--- config.mk ---
export PLATFORM = sky130hd
export DESIGN_NAME = uart_tx_flat
export DESIGN_NICKNAME = d
export VERILOG_FILES = /design/src/rtl/uart_pkg.sv /design/src/rtl/uart_tx_if.sv /design/src/rtl/uart_tx_fifo.sv /design/src/rtl/uart_tx.sv /design/src/flat_wrapper.sv
export SDC_FILE = /design/constraint.sdc
export NUM_CORES = 1
export LEC_CHECK = 0
export CAP_MARGIN = 20
export CORE_ASPECT_RATIO = 1.2
export CORE_UTILIZATION = 50
export DETAILED_ROUTE_END_ITERATION = 10
export PLACE_DENSITY = 0.72
export SYNTH_ARGS = -nofsm -noshare
export SYNTH_HDL_FRONTEND = slang
export SYNTH_HIERARCHICAL = 1
export SYNTH_SLANG_ARGS = --single-unit
--- constraint.sdc ---
create_clock -name clk -period 2.35 [get_ports clk]
set_clock_uncertainty 0.15 [all_clocks]
set_input_delay 0.3525 -clock clk [delete_from_list [all_inputs] [get_ports clk]]
set_output_delay 0.3525 -clock clk [all_outputs]
set_load 0.02 [all_outputs]
--- src/rtl/uart_pkg.sv ---
// Types and helpers shared by the UART transmitter and the future receiver.
package uart_pkg;

    typedef enum logic [1:0] {IDLE, START, DATA, STOP} tx_state_t;

    function automatic int clks_per_baud(input int clk_freq, input int baud);
        return clk_freq / baud;
    endfunction

endpackage

--- src/rtl/uart_tx_if.sv ---
// Write-side and status signals of the UART transmitter.
interface uart_tx_if #(
    parameter int FIFO_DEPTH = 8
);
    logic                                en;
    logic                                wr_en;
    logic [7:0]                          wr_data;
    logic                                full;
    logic                                empty;
    logic [$clog2(FIFO_DEPTH+1)-1:0]     count;
    logic                                overflow;
    logic                                busy;
    logic                                tx;

    modport master (
        output en, wr_en, wr_data,
        input  full, empty, count, overflow, busy, tx
    );

    modport slave (
        input  en, wr_en, wr_data,
        output full, empty, count, overflow, busy, tx
    );
endinterface

--- src/rtl/uart_tx_fifo.sv ---
// Synchronous FIFO with registered full/empty/count and an overflow pulse.
module sync_fifo #(
    parameter int WIDTH = 8,
    parameter int DEPTH = 8
) (
    input  logic                         clk,
    input  logic                         rst,
    input  logic                         push,
    input  logic                         pop,
    input  logic [WIDTH-1:0]             din,
    output logic [WIDTH-1:0]             dout,
    output logic                         full,
    output logic                         empty,
    output logic                         overflow,
    output logic [$clog2(DEPTH+1)-1:0]   count
);
    localparam int AW = $clog2(DEPTH);
    localparam int CW = $clog2(DEPTH+1);

    if (DEPTH < 2 || (DEPTH & (DEPTH - 1)) != 0) begin : g_bad_depth
        $error("sync_fifo: DEPTH must be a power of two and at least 2");
    end

    logic [WIDTH-1:0] mem [DEPTH];
    logic [AW-1:0]    wr_ptr;
    logic [AW-1:0]    rd_ptr;
    logic [CW-1:0]    count_nxt;
    logic             do_push;
    logic             do_pop;

    assign do_push = push && !full;
    assign do_pop  = pop && !empty;
    assign dout    = mem[rd_ptr];

    always_comb begin
        count_nxt = count;
        if (do_push && !do_pop)
            count_nxt = count + CW'(1);
        else if (do_pop && !do_push)
            count_nxt = count - CW'(1);
    end

    // Pointers wrap naturally; count alone tells full from empty.
    always_ff @(posedge clk or posedge rst) begin
        if (rst) begin
            wr_ptr   <= '0;
            rd_ptr   <= '0;
            count    <= '0;
            full     <= 1'b0;
            empty    <= 1'b1;
            overflow <= 1'b0;
        end else begin
            if (do_push) wr_ptr <= wr_ptr + AW'(1);
            if (do_pop)  rd_ptr <= rd_ptr + AW'(1);
            count    <= count_nxt;
            full     <= (count_nxt == CW'(DEPTH));
            empty    <= (count_nxt == '0);
            overflow <= push && full;
        end
    end

    always_ff @(posedge clk) begin
        if (do_push) mem[wr_ptr] <= din;
    end
endmodule

--- src/rtl/uart_tx.sv ---
// 8N1 UART transmitter: queues bytes in a FIFO and shifts them out LSB first.
module uart_tx
    import uart_pkg::*;
#(
    parameter int CLK_FREQ   = 10_000_000,
    parameter int BAUD       = 115200,
    parameter int FIFO_DEPTH = 8
) (
    input  logic      clk,
    input  logic      rst,
    uart_tx_if.slave  bus
);
    localparam int CPB = clks_per_baud(CLK_FREQ, BAUD);
    localparam int BW  = (CPB > 1) ? $clog2(CPB) : 1;

    if (CPB < 2) begin : g_bad_baud
        $error("uart_tx: CLK_FREQ/BAUD must be at least 2");
    end

    tx_state_t     state;
    logic [BW-1:0] baud_cnt;
    logic [2:0]    bit_idx;
    logic [7:0]    shift;
    logic [7:0]    head;
    logic          tx_q;
    logic          busy_q;
    logic          fifo_empty;
    logic          baud_done;
    logic          pop;

    sync_fifo #(.WIDTH(8), .DEPTH(FIFO_DEPTH)) u_fifo (
        .clk      (clk),
        .rst      (rst),
        .push     (bus.wr_en),
        .pop      (pop),
        .din      (bus.wr_data),
        .dout     (head),
        .full     (bus.full),
        .empty    (fifo_empty),
        .overflow (bus.overflow),
        .count    (bus.count)
    );

    assign bus.empty = fifo_empty;
    assign bus.tx    = tx_q;
    assign bus.busy  = busy_q;

    assign baud_done = (baud_cnt == BW'(CPB - 1));
    // A new frame may start from IDLE or straight out of a finished stop bit.
    assign pop = bus.en && !fifo_empty &&
                 (state == IDLE || (state == STOP && baud_done));

    always_ff @(posedge clk or posedge rst) begin
        if (rst) begin
            state    <= IDLE;
            baud_cnt <= '0;
            bit_idx  <= '0;
            shift    <= '0;
            tx_q     <= 1'b1;
            busy_q   <= 1'b0;
        end else begin
            baud_cnt <= (state == IDLE || baud_done) ? '0 : baud_cnt + BW'(1);
            case (state)
                IDLE: begin
                    tx_q <= 1'b1;
                    if (pop) begin
                        shift  <= head;
                        tx_q   <= 1'b0;
                        busy_q <= 1'b1;
                        state  <= START;
                    end
                end
                START: if (baud_done) begin
                    tx_q    <= shift[0];
                    bit_idx <= '0;
                    state   <= DATA;
                end
                DATA: if (baud_done) begin
                    if (bit_idx == 3'd7) begin
                        tx_q  <= 1'b1;
                        state <= STOP;
                    end else begin
                        bit_idx <= bit_idx + 3'd1;
                        tx_q    <= shift[bit_idx + 3'd1];
                    end
                end
                STOP: if (baud_done) begin
                    if (pop) begin
                        shift <= head;
                        tx_q  <= 1'b0;
                        state <= START;
                    end else begin
                        busy_q <= 1'b0;
                        state  <= IDLE;
                    end
                end
                default: state <= IDLE;
            endcase
        end
    end
endmodule

--- src/flat_wrapper.sv ---
// flat-port wrapper written by rule: the top's interface ports become plain ports
module uart_tx_flat import uart_pkg::*;
#(
    parameter int CLK_FREQ   = 10_000_000,
    parameter int BAUD       = 115200,
    parameter int FIFO_DEPTH = 8
)
  (clk, rst, bus_en, bus_wr_en, bus_wr_data, bus_full, bus_empty, bus_count, bus_overflow, bus_busy, bus_tx);
  uart_tx_if #(.FIFO_DEPTH(FIFO_DEPTH)) bus_i ();
  input  logic clk;
  input  logic rst;
  input wire logic [$bits(bus_i.en)-1:0] bus_en;
  input wire logic [$bits(bus_i.wr_en)-1:0] bus_wr_en;
  input wire logic [$bits(bus_i.wr_data)-1:0] bus_wr_data;
  output wire logic [$bits(bus_i.full)-1:0] bus_full;
  output wire logic [$bits(bus_i.empty)-1:0] bus_empty;
  output wire logic [$bits(bus_i.count)-1:0] bus_count;
  output wire logic [$bits(bus_i.overflow)-1:0] bus_overflow;
  output wire logic [$bits(bus_i.busy)-1:0] bus_busy;
  output wire logic [$bits(bus_i.tx)-1:0] bus_tx;
  assign bus_i.en = bus_en;
  assign bus_i.wr_en = bus_wr_en;
  assign bus_i.wr_data = bus_wr_data;
  assign bus_full = bus_i.full;
  assign bus_empty = bus_i.empty;
  assign bus_count = bus_i.count;
  assign bus_overflow = bus_i.overflow;
  assign bus_busy = bus_i.busy;
  assign bus_tx = bus_i.tx;
  uart_tx #(.CLK_FREQ(CLK_FREQ), .BAUD(BAUD), .FIFO_DEPTH(FIFO_DEPTH)) u_core (.clk(clk), .rst(rst), .bus(bus_i));
endmodule
==> tab_implementation.tex <==
\begin{tabular}{lr}
\hline
Metric & Value \\
\hline
\multicolumn{2}{l}{\textbf{Die}} \\
\quad Area of the die & 9090 sq um \\
\quad Width of the chip & 87.2 microns \\
\quad Placeable core area & 8290 sq um \\
\quad IO Pins & 21 \\
\quad Effective utilization at floorplan & 52.6\% \\
\quad Height of the chip & 104 microns \\
\quad Row cnt & 36 \\
\multicolumn{2}{l}{\textbf{Route}} \\
\quad Via-per-instance ratio & 5.34 \\
\quad Routed wire length & 7.89 mm \\
\quad Number of DRC markers in iteration 0 & 91 \\
\quad Routed Antenna Nets & 0 \\
\quad Detail-routed net length per standard cell & 17.4 microns \\
\quad Drt drc & 0 \\
\quad Overall via count from detail\_route & 2,426 \\
\quad Number of detailed-route iterations in the first pass & 4 \\
\multicolumn{2}{l}{\textbf{Finish}} \\
\quad Commonest non-fill, non-tap cells in the layout & edfxtp\_1 (64), dfrtp\_1 (33), buf\_4 (32), clkdlybuf4s50\_1 (20) \\
\quad Antenna Diode Count & 0 \\
\quad Leading cell type in the layout, fill and taps excluded & edfxtp\_1 \\
\quad Area growth syn-to-layout & 18.4\% \\
\quad Share of final-layout standard cells stronger than drive strength 1 & 30.6\% \\
\quad Post-route cell area & 5160 sq um \\
\quad Final net count & 359 \\
\multicolumn{2}{l}{\textbf{Clock tree}} \\
\quad Number of H-tree levels & 3 \\
\quad Clock buffers created by TritonCTS & 9 \\
\quad Buffers from clock root to sink, at most & 2 \\
\quad Clock-pin slew of the registers on the worst-case setup and hold paths & 0.10 ns \\
\quad Number of sinks handled by clock tree synthesis & 99 \\
\quad Post-CTS Hold Buffers & 0 \\
\quad Clock insertion delay at the later pin of the skew report & 0.36 ns \\
\quad Master cell of the clock root buffer & clkbuf\_8 \\
\quad TritonCTS clock tree & done \\
\multicolumn{2}{l}{\textbf{Pwr}} \\
\quad PwrDens & 796 nW/um\^{}2 \\
\quad Leakage component of the power & 1.96 nW \\
\quad Worst-case vdd ir drop & 0.540 mV \\
\multicolumn{2}{l}{\textbf{Worst setup path}} \\
\quad Worst Path Required & 2.46 ns \\
\quad Startpoint type of the worst setup path & register \\
\quad Crit. Startpoint & u\_core/state[0]\$\_DFFE\_PP0P\_ \\
\quad Crit-path leading delay family & simple AND/OR/NAND/NOR gates \\
\quad Max stage delay on crit path & 0.41 ns \\
\quad CP max FO & 5 \\
\quad Worst setup path class & reg2reg \\
\quad Critical Path Sink Type & register \\
\quad Critical Path AT & 2.36 ns \\
\quad Worst path cell trace & inv\_1 > ha\_1 > inv\_2 > a21oi\_4 > nor2b\_4 > buf\_6 > and3\_4 > or3\_4 > a222oi\_1 \\
\quad Register-to-register setup slack & 0.10 ns \\
\quad Bufs and invs on worst path & 3 \\
\quad Slowest CP cell & dfrtp\_1 \\
\quad Origin of the critical flop-to-flop path & u\_core/state[0]\$\_DFFE\_PP0P\_ \\
\multicolumn{2}{l}{\textbf{Global routing}} \\
\quad Residual overflow from global routing & 0 \\
\quad Global-route wire length before repair & 13.0 mm \\
\quad Total routing usage reported by global routing & 19.2\% \\
\quad Maximum number of pins on one net before global-route repair & 23 \\
\quad Number of antenna violations at the first check in global routing & 0 \\
\quad Via count of the first global-routing pass & 2,585 \\
\multicolumn{2}{l}{\textbf{Timing}} \\
\quad Fmax & 445 MHz \\
\quad Tightest Pin Transition & 0.522 ns \\
\quad Crit path time final & 2.25 ns \\
\quad Unrepaired setup endpoints after global routing & yes \\
\quad Total Neg Setup Slack & 0 ns \\
\quad Final Max Tran Viols & 0 \\
\quad Setup-violating endpoint count in the final report & 0 \\
\quad Worst max-slew margin expressed relative to the limit & 65.1\% \\
\quad Final period utilization & 95.7\% \\
\quad Number of hold-slack violations in the final timing report & 0 \\
\multicolumn{2}{l}{\textbf{Yosys}} \\
\quad Sequential-to-total area share from yosys stat & 64.3\% \\
\quad Yosys warnings & 6 \\
\quad Net count after synthesis & 304 \\
\quad Primary FF master, synth & edfxtp\_1 \\
\quad Fraction of synthesis flops using an asynchronous set or reset pin & 35.4\% \\
\quad Cell type with the largest total area after synthesis & edfxtp\_1 \\
\quad Synthesized flop and latch total & 99 \\
\quad Share of the synthesized area in the top cell type & 44.1\% \\
\quad Synthesized netlist cell count & 280 \\
\quad Count of cell types in the netlist & 50 \\
\quad Area of the mapped netlist & 4360 sq um \\
\quad Cell types with the largest area share after synthesis & edfxtp\_1 (44\%), dfrtp\_1 (19\%), mux4\_2 (8.8\%), mux2\_2 (4.7\%), ha\_1 (3.4\%) \\
\quad Mean post-synth cell area & 15.6 sq um \\
\quad Post-synth EDFFs & 64 \\
\multicolumn{2}{l}{\textbf{Placement}} \\
\quad Post-detail-place hpwl & 5.33 mm \\
\quad Placer's final routability congestion estimate & 0.802 \\
\quad Count of input and output buffers & 20 \\
\quad Placed Instance Area & 4870 sq um \\
\multicolumn{2}{l}{\textbf{Worst hold path}} \\
\quad Worst hold path class & in2async \\
\multicolumn{2}{l}{\textbf{Status}} \\
\quad Run status & finished clean \\
\multicolumn{2}{l}{\textbf{Job}} \\
\quad Max-capacitance violation count & 0 \\
\hline
\end{tabular}
## sequential cells by signal, indices dropped and copies added (netlist names)
signal                  count
u_core/u_fifo/rd_ptr        3
u_core/u_fifo/count         4
u_core/u_fifo/overflow      1
u_core/state                2
u_core/bus.busy             1
u_core/u_fifo/empty         1
u_core/u_fifo/wr_ptr        3
u_core/u_fifo/full          1
u_core/bit_idx              3
u_core/shift                8
u_core/bus.tx               1
u_core/baud_cnt             7
u_core/u_fifo/mem          64
## report_power, final
| part | switching [mW] | total (mW) | internal, mW |
|---|---|---|---|
| sequential | 0.149 | 2.24 | 2.09 |
| clock | 0.639 | 1.05 | 0.415 |
| combinational | 0.420 | 0.810 | 0.390 |
| total | 1.21 | 4.10 | 2.90 |
## kinds of logic (layout without fill, tap and decap cells)
logic type      after synthesis  in the layout  share of synthesized area (%)
simple gates                 73             73                           8.70
mux                          39             39                           14.4
xor+xnor                      9              9                           1.81
buf+inv                      19             79                           2.18
compound gates               29             29                           5.23
flops                        99             99                           64.3
fa+ha+maj                    12             12                           3.45
## per-stage QoR
stage                     setup WS [ns]  std cells  power, mW  util, %  hold slack [ns]
after global routing            -0.0203        454       4.30     62.2            0.242
after global placement           0.0145        433       3.03     58.7            0.340
final                             0.101        454       4.10     62.2            0.205
after detailed placement        -0.0491        433       3.06     58.7            0.350
after floorplan                 0.00307        280       2.70        -           0.0787
after CTS                        0.0135        449       4.11     61.2            0.202
## per-layer routing
layer	vias to the layer above	GRT usage, %	routed length [microns]
met5	-	0	0
met4	0	4.92	68
met3	7	4.05	161
met2	31	32.9	4120
met1	1220	24.8	3540
li1	1168	-	-
## area by class of cell
type	instances	area, sq um
clock inverters	7	70.1
repair buffers	54	472
fillers	650	3130
multi-input cells	162	1520
inverters	9	33.8
flip-flops and latches	99	2800
well taps	114	143
clock buffers	9	124
## cells in the mapped netlist, types with 2 or more instances
master,instances
a222oi_1,2
nand2_1,16
buf_6,2
mux2i_1,4
mux4_2,17
dfrtp_1,33
and2_1,2
dfstp_2,2
a21oi_1,4
mux2_2,18
a22o_1,5
clkbuf_1,2
inv_1,9
nor2_1,19
and3_1,6
o211ai_1,2
nor2b_1,4
xnor2_1,7
edfxtp_1,64
ha_1,12
and2_2,2
nand3_1,5
buf_2,3
nand2b_1,5
o21ai_0,5
xor2_1,2
nor3_1,5
## path summary, 6_finish.rpt
kind,end,cells past startpoint
worst min register to register,u_core/shift[6]$_DFFE_PP0P_,1
max in group asynchronous,u_core/u_fifo/empty$_DFF_PP1_,2
min in group clk,u_core/shift[6]$_DFFE_PP0P_,1
worst min-delay path,u_core/u_fifo/count[3]$_DFF_PP0_,2
worst max-delay path,u_core/u_fifo/empty$_DFF_PP1_,9
worst max register to register,u_core/u_fifo/empty$_DFF_PP1_,9
## what timing repair did
| item | 4_1_cts | 5_1_grt |
|---|---|---|
| endpoints found under the setup margin | 2 | 2 |
| buffers inserted | 0 | 5 |
| gates resized for setup | 2 | 14 |
| pin swaps | 0 | 7 |
No activity file was read; power rests on OpenSTA's default activity.
